$ cat src/rtl/uart_ttl_recv.sv
// ---------------------------------------------------------------------------
// uart_ttl_recv
//
// Fixed-format 8N1 UART receiver. The asynchronous TTL line is brought into
// the clk domain through a two-flop synchronizer. A start bit is qualified at
// mid-bit, eight data bits are sampled at mid-bit (LSB first), and the stop
// bit is checked. The block times bit periods itself and needs no external
// baud tick.
//
// Parameters
//   CLKS_PER_BIT  clock cycles per bit period (minimum 8)
//
// Ports
//   clk          in   system clock, rising edge
//   rst          in   synchronous active-high reset
//   serial_recv  in   asynchronous UART line, idles high
//   recv_data    out  [7:0] last good byte, held until the next good frame
//   recv_valid   out  one-cycle strobe: recv_data was updated this cycle
//   frame_error  out  one-cycle strobe: stop bit was sampled low
//   busy         out  high whenever the receiver is not idle
//
// Output handshake: recv_valid is a single-cycle strobe with no ready/back-
// pressure. A consumer that misses the strobe loses the event, although
// recv_data keeps the byte until the next good frame. recv_valid and
// frame_error are mutually exclusive.
// ---------------------------------------------------------------------------
module uart_ttl_recv #(
    parameter int CLKS_PER_BIT = 434
) (
    input  logic       clk,
    input  logic       rst,
    input  logic       serial_recv,
    output logic [7:0] recv_data,
    output logic       recv_valid,
    output logic       frame_error,
    output logic       busy
);

    localparam int HALF = CLKS_PER_BIT / 2;
    localparam int CW   = $clog2(CLKS_PER_BIT);

    localparam logic [CW-1:0] CNT_HALF = CW'(HALF - 1);
    localparam logic [CW-1:0] CNT_FULL = CW'(CLKS_PER_BIT - 1);

    typedef enum logic [2:0] {
        S_IDLE  = 3'd0,
        S_START = 3'd1,
        S_DATA  = 3'd2,
        S_STOP  = 3'd3,
        S_BREAK = 3'd4
    } state_t;

    state_t        state;
    state_t        state_next;

    logic          sync_1;
    logic          rx_s;
    logic [CW-1:0] cnt;
    logic [2:0]    idx;
    logic [7:0]    sh;

    logic          half_done;
    logic          bit_done;
    logic          valid_set;
    logic          ferr_set;

    assign half_done = (cnt == CNT_HALF);
    assign bit_done  = (cnt == CNT_FULL);

    // Two-flop synchronizer; resets to the idle (high) line level so a reset
    // never looks like a falling start edge.
    always_ff @(posedge clk) begin
        if (rst) begin
            sync_1 <= 1'b1;
            rx_s   <= 1'b1;
        end else begin
            sync_1 <= serial_recv;
            rx_s   <= sync_1;
        end
    end

    // State register.
    always_ff @(posedge clk) begin
        if (rst) begin
            state <= S_IDLE;
        end else begin
            state <= state_next;
        end
    end

    // Next-state logic.
    always_comb begin
        state_next = state;
        case (state)
            S_IDLE: begin
                if (!rx_s) begin
                    state_next = S_START;
                end
            end
            S_START: begin
                // A line that is high again at mid-start-bit was a glitch.
                if (half_done) begin
                    state_next = rx_s ? S_IDLE : S_DATA;
                end
            end
            S_DATA: begin
                if (bit_done && (idx == 3'd7)) begin
                    state_next = S_STOP;
                end
            end
            S_STOP: begin
                // Leaving at mid-stop-bit lets a back-to-back start bit be seen.
                if (bit_done) begin
                    state_next = rx_s ? S_IDLE : S_BREAK;
                end
            end
            S_BREAK: begin
                // Hold here while the line stays low so a break is one error.
                if (rx_s) begin
                    state_next = S_IDLE;
                end
            end
            default: state_next = S_IDLE;
        endcase
    end

    // Output decode.
    always_comb begin
        busy      = (state != S_IDLE);
        valid_set = 1'b0;
        ferr_set  = 1'b0;
        if (state == S_STOP && bit_done) begin
            valid_set = rx_s;
            ferr_set  = !rx_s;
        end
    end

    // Datapath: bit timer, bit index, shift register and registered strobes.
    always_ff @(posedge clk) begin
        if (rst) begin
            cnt         <= '0;
            idx         <= 3'd0;
            sh          <= 8'h00;
            recv_data   <= 8'h00;
            recv_valid  <= 1'b0;
            frame_error <= 1'b0;
        end else begin
            recv_valid  <= valid_set;
            frame_error <= ferr_set;
            if (valid_set) begin
                recv_data <= sh;
            end

            case (state)
                S_START: begin
                    idx <= 3'd0;
                    cnt <= half_done ? '0 : cnt + 1'b1;
                end
                S_DATA: begin
                    if (bit_done) begin
                        sh[idx] <= rx_s;
                        cnt     <= '0;
                        if (idx != 3'd7) begin
                            idx <= idx + 3'd1;
                        end
                    end else begin
                        cnt <= cnt + 1'b1;
                    end
                end
                S_STOP: begin
                    cnt <= bit_done ? '0 : cnt + 1'b1;
                end
                default: begin
                    cnt <= '0;
                end
            endcase
        end
    end

endmodule

$ cat config.mk
export PLATFORM = sky130hd
export DESIGN_NAME = uart_ttl_recv
export DESIGN_NICKNAME = d
export VERILOG_FILES = /design/src/rtl/uart_ttl_recv.sv
export SDC_FILE = /design/constraint.sdc
export NUM_CORES = 1
export LEC_CHECK = 0
export CORE_ASPECT_RATIO = 0.7
export CORE_MARGIN = 4
export CORE_UTILIZATION = 25
export DETAILED_ROUTE_END_ITERATION = 8
export PLACE_DENSITY = 0.53
export SYNTH_ARGS = -nofsm -noshare
export SYNTH_HDL_FRONTEND = slang
export SYNTH_SLANG_ARGS = --single-unit
$ cat constraint.sdc
create_clock -name clk -period 1.7 [get_ports clk]
set_input_delay 0.255 -clock clk [delete_from_list [all_inputs] [get_ports clk]]
set_output_delay 0.255 -clock clk [all_outputs]
set_load 0.05 [all_outputs]
==> results.sh, run 1 <==
export IMPL_antenna_found_initial=0
export IMPL_p_leak_nw=0.828
export IMPL_viasPerCell=4.42
export IMPL_path_max_fanout=5
export IMPL_required_ns=1.92
export IMPL_antenna_cells=0
export IMPL_place_congestion=0.849
export IMPL_clock_root_buffer="clkbuf_8"
export IMPL_grt_setup_unrepaired="yes"
export IMPL_io_pins=14
export IMPL_ys_ff_latch=35
export IMPL_setup_violations=0
export IMPL_power_mw=1.64
export IMPL_wl_um=3290
export IMPL_area_growth_pct=29.3
export IMPL_io_buffer_count=13
export IMPL_die_area_um2=7890
export IMPL_synth_edf_count=0
export IMPL_slew_headroom=0.788
export IMPL_cts_max_level=2
export IMPL_pre_cts_ws_ns=-0.00124
export IMPL_crit_path_end_kind="flip-flop"
export IMPL_coreArea_um2=6280
export IMPL_finalCritPeriodShare=0.985
export IMPL_critPathKind="reg2reg"
export IMPL_fillerInstances=636
export IMPL_track_usage=0.0903
export IMPL_nets=211
export IMPL_hold_path_class="reg2reg"
export IMPL_drv_slew=0
export IMPL_yosysSeqAreaShare=0.430
export IMPL_setup_worst_path_start_class="flip-flop"
export IMPL_antenna_left=0
export IMPL_skew_ns=0.00600
export IMPL_grt_ovfl_total=0
export IMPL_post_route_drc_count=0
export IMPL_switching_share=0.212
export IMPL_worst_pin_slew_ns=0.316
export IMPL_syn_area_per_cell_um2=9.53
export IMPL_synth_main_ff_cell="dfxtp_1"
export IMPL_dr_pass1_iters=4
export IMPL_yosysTopAreaCellShare=0.430
export IMPL_wire_per_inst_um=11.7
export IMPL_p_clk_frac=0.444
export IMPL_final_util=0.336
export IMPL_p_seq_frac=0.506
export IMPL_switching_power_mw=0.347
export IMPL_synthDistinctLibCells=45
export IMPL_syn_instance_count=171
export IMPL_cellInternalPower_mw=1.29
export IMPL_place_hpwl_um=2380
export IMPL_yosys_warnings=0
export IMPL_irDropWorstVdd_mv=0.258
export IMPL_fin_crit_ns=1.68
export IMPL_start_util=0.260
export IMPL_final_setup_worst_slack_ns=0.0247
export IMPL_synth_nets=179
export IMPL_clk_latency_ns=0.29
export IMPL_synth_area_um2=1630
export IMPL_status="completed"
export IMPL_via_count=1242
export IMPL_power_density_nw_per_um2=778
export IMPL_r2r_slack_ns=0.02
export IMPL_fin_hold_ws_ns=0.410
export IMPL_postSynth_asyncResetShare=0
export IMPL_die_h_um=75.5
export IMPL_grt_pass1_vias=1142
export IMPL_cts_num_sinks=35
export IMPL_cts_buffer_depth=2
export IMPL_grt_max_degree=12
export IMPL_power_frac_comb=0.050
export IMPL_synth_area_leader_cell="dfxtp_1"
export IMPL_crit_arrival_ns=1.90
export IMPL_die_x_um=104
export IMPL_fmax_ghz=0.597
export IMPL_multi_input_comb_area_um2=908
export IMPL_hold_violations=0
export IMPL_drv_cap=0
export IMPL_seqCellArea_um2=704
export IMPL_rows=24
export IMPL_synth_area_top_cells="dfxtp_1 (43%), mux2i_1 (11%), nor2_1 (7.6%)"
export IMPL_drive_above_1_share=0.296
export IMPL_cts_clk_slew_worst_paths_ns=0.07
export IMPL_cts_tree="yes"
export IMPL_cts_made_buffers=5
export IMPL_drtIter0Drc=52
export IMPL_grt_pass1_wl_um=5510
-- sequential cells by signal, indices dropped and copies added, names as in the netlist --
register     flops
idx              3
recv_valid       1
sync_1           1
rx_s             1
sh               8
cnt              9
frame_error      1
state            3
recv_data        8
-- metal layers --
layer  vias up  GRT usage  share of wire  routed length [µm]
met5         -          0              0                   0
met4         0     0.0619          0.023                  75
met3         5     0.0203          0.031                 102
met2        26      0.129           0.39                1290
met1       564      0.123           0.55                1820
li1        647          -              -                   -
-- cells by family (layout without fill, tap and decap cells) --
logic type / after synthesis / in the layout / share of synthesized area
flip-flops: 35 / 35 / 0.430
AND/OR/NAND/NOR: 75 / 75 / 0.257
XOR/XNOR: 7 / 7 / 0.0376
multiplexers: 18 / 18 / 0.111
AO/OA/AOI/OAI: 17 / 17 / 0.0799
adder cells (fa/ha/maj): 5 / 5 / 0.0384
buffers and inverters: 14 / 46 / 0.0468
-- what timing repair did --
| item | in CTS | in global routing |
|---|---|---|
| gates resized for setup | 8 | 11 |
| pin swaps | 3 | 8 |
| hold buffers | 0 | 0 |
| buffers inserted | 0 | 1 |
| cloned | 0 | 0 |
| setup endpoints to repair | 8 | 25 |
-- final cells by class --
type                    instances  area share
flip-flops and latches         35       0.334
repair buffers                 33       0.129
inverters                       6      0.0107
well taps                      78      0.0463
clock inverters                 1      0.0143
clock buffers                   6      0.0344
multi-input cells             122       0.431
-- placed cells by master (no fill, tap or decap), types with 4 or more instances in the layout --
master	count
nand3_1	5
mux2i_1	18
dfxtp_1	32
buf_4	27
nor2_1	33
o21ai_0	4
xnor2_1	4
nand2_1	8
ha_1	5
a21oi_1	5
inv_1	4
clkbuf_8	5
-- metrics by stage --
step / setup TNS, ns / cell area (µm²) / instances
after floorplan: 0 / 1630 / 171
after global placement: 0 / 1920 / 273
after detailed placement: -0.00124 / 1920 / 273
after CTS: -0.0336 / 2060 / 280
after global routing: -0.181 / 2110 / 281
final: 0 / 2110 / 281
-- cell usage after synthesis (2+ instances only) --
| library cell | instances |
|---|---|
| nor3b_1 | 2 |
| and4b_1 | 2 |
| or2_2 | 2 |
| nand2_1 | 8 |
| mux2i_1 | 18 |
| nand3b_1 | 3 |
| xnor2_1 | 4 |
| and2_1 | 2 |
| nor3_1 | 2 |
| nor2_1 | 33 |
| o21ai_0 | 4 |
| nand3_1 | 5 |
| dfxtp_1 | 35 |
| xor2_1 | 3 |
| a21oi_1 | 5 |
| clkbuf_1 | 3 |
| inv_1 | 6 |
| ha_1 | 5 |
| buf_6 | 2 |
| nor4_1 | 2 |
-- worst paths after layout --
kind,to,depth (start not counted),startpoint
worst max-delay path,state[2],7,cnt[0]
worst min-delay path,rx_s,1,sync_1
worst max register to register,state[2],7,cnt[0]
worst min register to register,rx_s,1,sync_1
-- worst max-delay path: stages (launching register included) --
cell       delay [ns]
dfxtp_2          0.34
inv_2            0.04
ha_1             0.12
or4b_4           0.46
nor3_4           0.16
o2bb2ai_4        0.12
o31ai_2          0.18
o2111a_1         0.19
-- power by group through the flow --
stage | registers, mW | logic [mW] | clock network, mW
after detailed placement | 0.848 | 0.0746 | 0
final | 0.830 | 0.0819 | 0.727
after CTS | 0.829 | 0.0812 | 0.747
after global routing | 0.829 | 0.0889 | 0.789
after floorplan | 0.847 | 0.0529 | 0
after global placement | 0.848 | 0.0747 | 0
Note: power is estimated with default switching activity, not from simulation.
==> run 2, diff against run 1 <==
--- a/config.mk
+++ b/config.mk
@@ -9,7 +9,7 @@
 export CORE_MARGIN = 4
 export CORE_UTILIZATION = 25
 export DETAILED_ROUTE_END_ITERATION = 8
-export PLACE_DENSITY = 0.53
+export PLACE_DENSITY_LB_ADDON = 0.1
 export SYNTH_ARGS = -nofsm -noshare
 export SYNTH_HDL_FRONTEND = slang
 export SYNTH_SLANG_ARGS = --single-unit
==> run 2 against run 1 <==
  * The run now ends with setup timing left
  * Global-route usage is 0.87 points higher
  * Critical endpoint is now state[0]
  * Utilization is 1.6 points higher
  * Setup slack worse by 0.13 ns
  * Non-clock buffer count is 4 higher
  * Final area is 4.7% higher
  * Sequential power hardly changed
  * Clock skew is 0.0034 ns lower
  * Maximum frequency is 7.3% lower
  * Sequential share of layout area is 1.4 points lower
  * Largest cell class unchanged
  * Count of clock-buffer cells in the layout is 1 lower
  * Critical path depth is 1 higher
==> results.sh, run 2 (synthesis results as in run 1) <==
export IMPL_status="finished with violations"
export IMPL_violations="setup timing"
export IMPL_r2r_start="cnt[0]"
export IMPL_path_buf_inv=2
export IMPL_cts_clk_slew_worst_paths_ns=0.07
export IMPL_setup_violations=12
export IMPL_place_hpwl_um=2630
export IMPL_required_ns=1.88
export IMPL_slew_headroom=0.694
export IMPL_cts_made_buffers=5
export IMPL_final_setup_worst_slack_ns=-0.107
export IMPL_power_mw=1.67
export IMPL_rows=24
export IMPL_antenna_left=0
export IMPL_clk_latency_ns=0.28
export IMPL_path_max_fanout=5
export IMPL_fin_crit_ns=1.81
export IMPL_holdBufCountCts=0
export IMPL_largest_register_ffs=9
export IMPL_die_x_um=104
export IMPL_drv_slew=0
export IMPL_most_common_layout_cells="nor2_1 (33), buf_4 (32), dfxtp_1 (31), mux2i_1 (18), nand2_1 (7)"
export IMPL_final_util=0.351
export IMPL_crit_path_end_kind="flip-flop"
export IMPL_post_route_drc_count=0
export IMPL_irDropWorstVdd_mv=0.280
export IMPL_worstRegToRegCells=8
export IMPL_track_usage=0.0990
export IMPL_hold_path_class="reg2reg"
export IMPL_area_growth_pct=35.4
export IMPL_path_cells="inv_2 -> ha_4 -> or4b_4 -> nor3_4 -> o2bb2ai_4 -> buf_4 -> mux2i_1 -> nor2_1"
export IMPL_grt_pass1_wl_um=6070
export IMPL_worst_pin_slew_ns=0.458
export IMPL_cts_max_level=2
export IMPL_wire_per_inst_um=13.0
export IMPL_hold_violations=0
export IMPL_cts_buffer_depth=2
export IMPL_reg_top3="cnt x9, recv_data x8, sh x8"
export IMPL_skew_ns=0.00265
export IMPL_wl_um=3730
export IMPL_finalCritPeriodShare=1.06
export IMPL_start_util=0.260
export IMPL_slowest_delay_ns=0.47
export IMPL_io_buffer_count=13
export IMPL_place_area_um2=1930
export IMPL_grt_setup_unrepaired="yes"
export IMPL_nets=216
export IMPL_setup_worst_path_start_class="flip-flop"
export IMPL_coreArea_um2=6280
export IMPL_critPathSlowestCell="or4b_4"
export IMPL_r2r_slack_ns=-0.11
export IMPL_design_area_um2=2210
export IMPL_die_h_um=75.5
export IMPL_drv_cap=0
export IMPL_clock_root_buffer="clkbuf_8"
export IMPL_drive_above_1_share=0.359
export IMPL_rr_endpoint="state[0]"
export IMPL_via_count=1287
export IMPL_min_path_cells=1
export IMPL_layout_commonest_cell="nor2_1"
export IMPL_critPathTopFamily="simple AND/OR/NAND/NOR gates"
export IMPL_dr_pass1_iters=4
export IMPL_drtIter0Drc=29
export IMPL_min_to="rx_s"
export IMPL_cts_tree="yes"
export IMPL_crit_arrival_ns=1.99
export IMPL_grt_pass1_vias=1285
export IMPL_antenna_cells=0
export IMPL_p_leak_nw=0.861
export IMPL_cts_num_sinks=35
export IMPL_grt_max_degree=20
export IMPL_fmax_ghz=0.553
export IMPL_fillerInstances=634
export IMPL_grt_ovfl_total=0
export IMPL_worstHoldStart="sync_1"
export IMPL_antenna_found_initial=0
export IMPL_power_density_nw_per_um2=757
export IMPL_die_area_um2=7890
export IMPL_viasPerCell=4.48
export IMPL_io_pins=14
export IMPL_critPathKind="reg2reg"
export IMPL_place_congestion=0.838
export IMPL_largest_register="cnt"
==> run 2: report_power, final <==
| part | internal [mW] | switching, mW | total, mW |
|---|---|---|---|
| Clock | 0.436 | 0.313 | 0.750 |
| Sequential | 0.824 | 0.00487 | 0.829 |
| Combinational | 0.0403 | 0.0519 | 0.0922 |
| Total | 1.30 | 0.370 | 1.67 |
==> run 2: metal layers <==
layer	global-route usage	share of wire	vias up
met5	0	0	-
met4	0.0487	0.016	0
met3	0.0313	0.030	8
met2	0.151	0.45	13
met1	0.129	0.51	607
li1	-	-	659
==> run 2: layout make-up <==
class                      instances  area (µm²)  area share
multi-input combinational        123         961       0.436
tap                               78        97.6      0.0442
clock buffer                       5        68.8      0.0312
inverter                           6        22.5      0.0102
timing repair buffer              37         307       0.139
clock inverter                     3        43.8      0.0199
sequential                        35         706       0.320
==> run 2: worst max-delay path by stage <==
stage / start / cells past startpoint / slack, ns / endpoint
after floorplan: cnt[0] / 6 / 0.05 / recv_data[3]
after global placement: cnt[1] / 7 / -0.009 / sh[3]
after detailed placement: cnt[0] / 7 / -0.06 / state[2]
after CTS: cnt[1] / 7 / -0.04 / state[2]
after global routing: cnt[1] / 7 / -0.16 / state[2]
final: cnt[0] / 8 / -0.11 / state[0]
==> run 2: what timing repair did <==
| item | CTS | global route |
|---|---|---|
| setup buffers | 0 | 5 |
| pin swaps | 2 | 17 |
| gates cloned | 0 | 1 |
| gates resized for setup | 6 | 22 |
| endpoints found under the setup margin | 13 | 30 |
==> run 2: metrics by stage <==
step | TNS (ns) | setup slack (ns) | instances | hold WS [ns]
floorplan | 0 | 0.0474 | 171 | 0.359
global placement | -0.00982 | -0.00918 | 273 | 0.395
detailed placement | -0.275 | -0.0560 | 273 | 0.396
CTS | -0.0571 | -0.0353 | 281 | 0.415
global route | -1.24 | -0.161 | 287 | 0.432
finish | -0.575 | -0.107 | 287 | 0.415
==> run 3, diff against run 2 <==
--- a/config.mk
+++ b/config.mk
@@ -9,6 +9,7 @@
 export CORE_MARGIN = 4
 export CORE_UTILIZATION = 25
 export DETAILED_ROUTE_END_ITERATION = 8
+export MAX_ROUTING_LAYER = met4
 export PLACE_DENSITY_LB_ADDON = 0.1
 export SYNTH_ARGS = -nofsm -noshare
 export SYNTH_HDL_FRONTEND = slang
==> run 3 against run 2 <==
  * The flow still finishes with violations (setup timing)
  * Setup slack unchanged
  * Largest power group unchanged
  * Global-route usage up 0.30 points
  * Count of clock-buffer cells in the layout unchanged
  * Critical path type unchanged
  * Routed wire length unchanged
==> results.sh, run 3 (synthesis results as in run 1) <==
export IMPL_area_growth_pct=35.4
export IMPL_met2_usage=0.152
export IMPL_pre_cts_ws_ns=-0.0560
export IMPL_grt_use_met1=0.128
export IMPL_cts_buffer_depth=2
export IMPL_antenna_left=0
export IMPL_cts_max_level=2
export IMPL_r2r_slack_ns=-0.11
export IMPL_cp_endpoint="state[0]"
export IMPL_die_x_um=104
export IMPL_violations="setup timing"
export IMPL_largest_register="cnt"
export IMPL_grt_use_met3=0.0305
export IMPL_fillerInstances=634
export IMPL_cts_made_buffers=5
export IMPL_post_route_drc_count=0
export IMPL_r2r_start="cnt[0]"
export IMPL_antenna_cells=0
export IMPL_antenna_found_initial=0
export IMPL_place_area_um2=1930
export IMPL_power_mw=1.67
export IMPL_skew_ns=0.00265
export IMPL_io_pins=14
export IMPL_wire_per_inst_um=13.0
export IMPL_critPathSlowestCell="or4b_4"
export IMPL_status="finished with violations"
export IMPL_place_hpwl_um=2630
export IMPL_hold_violations=0
export IMPL_layout_commonest_cell="nor2_1"
export IMPL_io_buffer_count=13
export IMPL_finalCritPeriodShare=1.06
export IMPL_fin_crit_ns=1.81
export IMPL_critPathKind="reg2reg"
export IMPL_grt_setup_unrepaired="yes"
export IMPL_coreArea_um2=6280
export IMPL_crit_start="cnt[0]"
export IMPL_required_ns=1.88
export IMPL_nets=216
export IMPL_grt_max_degree=20
export IMPL_path_cells="inv_2 -> ha_4 -> or4b_4 -> nor3_4 -> o2bb2ai_4 -> buf_4 -> mux2i_1 -> nor2_1"
export IMPL_place_congestion=0.851
export IMPL_clock_root_buffer="clkbuf_8"
export IMPL_drv_slew=0
export IMPL_cts_clk_slew_worst_paths_ns=0.07
export IMPL_slew_headroom=0.694
export IMPL_path_buf_inv=2
export IMPL_grt_ovfl_total=0
export IMPL_die_h_um=75.5
export IMPL_hold_path_class="reg2reg"
export IMPL_most_common_layout_cells="nor2_1 (33), buf_4 (32), dfxtp_1 (31), mux2i_1 (18), nand2_1 (7)"
export IMPL_cts_num_sinks=35
export IMPL_worst_pin_slew_ns=0.458
export IMPL_critPathTopFamily="simple AND/OR/NAND/NOR gates"
export IMPL_setup_worst_path_start_class="flip-flop"
export IMPL_rows=24
export IMPL_cts_tree="yes"
export IMPL_largest_register_ffs=9
export IMPL_viasPerCell=4.48
export IMPL_die_area_um2=7890
export IMPL_start_util=0.260
export IMPL_drive_above_1_share=0.359
export IMPL_drv_cap=0
export IMPL_grt_pass1_vias=1289
export IMPL_fin_hold_ws_ns=0.415
export IMPL_irDropWorstVdd_mv=0.280
export IMPL_dr_pass1_iters=4
export IMPL_rr_endpoint="state[0]"
export IMPL_grt_pass1_wl_um=6050
export IMPL_fmax_ghz=0.553
export IMPL_slowest_delay_ns=0.47
export IMPL_path_max_fanout=5
export IMPL_power_density_nw_per_um2=757
export IMPL_track_usage=0.102
export IMPL_setup_violations=12
export IMPL_p_leak_nw=0.861
export IMPL_reg_top3="cnt x9, recv_data x8, sh x8"
export IMPL_via_count=1287
export IMPL_path_depth=8
export IMPL_final_setup_worst_slack_ns=-0.107
export IMPL_drtIter0Drc=30
export IMPL_design_area_um2=2210
export IMPL_multi_input_comb_area_um2=961
export IMPL_wl_um=3730
export IMPL_grt_busiest_layer="met2"
export IMPL_clk_latency_ns=0.28
export IMPL_seqCellArea_um2=706
export IMPL_worstRegToRegCells=8
export IMPL_crit_path_end_kind="flip-flop"
export IMPL_crit_arrival_ns=1.99
-- run 3: routing by layer --
| metal | wire length [µm] | part of all wire | up-vias |
|---|---|---|---|
| met1 | 1900 | 0.51 | 607 |
| met3 | 100 | 0.027 | 8 |
| met2 | 1670 | 0.45 | 13 |
| met5 | 0 | 0 | - |
| met4 | 61 | 0.016 | 0 |
| li1 | - | - | 659 |
-- run 3: worst min path at each step --
stage,slack [ns],endpoint,cells past startpoint,from
6_report,0.41,rx_s,1,sync_1
4_1_cts,0.41,rx_s,1,sync_1
3_3_place_gp,0.40,rx_s,1,sync_1
3_5_place_dp,0.40,rx_s,1,sync_1
5_1_grt,0.43,rx_s,1,sync_1
2_1_floorplan,0.36,sync_1,1,serial_recv
-- run 3: area by class of cell --
class / count / area share
timing repair buffer: 37 / 0.139
multi-input combinational: 123 / 0.436
sequential: 35 / 0.320
clock buffer: 5 / 0.0312
tap: 78 / 0.0442
clock inverter: 3 / 0.0199
inverter: 6 / 0.0102
-- run 3: timing repair --
action / CTS / global route
gates cloned: 0 / 1
endpoints found under the setup margin: 13 / 30
hold buffers: 0 / 0
pin swaps: 2 / 17
buffers inserted: 0 / 5
gates resized for setup: 6 / 22
-- run 3: where the power goes --
| group | switching [mW] | internal, mW | leakage (nW) |
|---|---|---|---|
| clock | 0.313 | 0.436 | 0.0581 |
| sequential | 0.00487 | 0.824 | 0.284 |
| combinational | 0.0519 | 0.0403 | 0.518 |
-- run 3: through the flow --
| step | setup TNS [ns] | util | std cells |
|---|---|---|---|
| after floorplan | 0 | - | 171 |
| after global placement | -0.00982 | 0.308 | 273 |
| after detailed placement | -0.275 | 0.308 | 273 |
| after CTS | -0.0571 | 0.330 | 281 |
| after global routing | -1.24 | 0.351 | 287 |
| final | -0.575 | 0.351 | 287 |
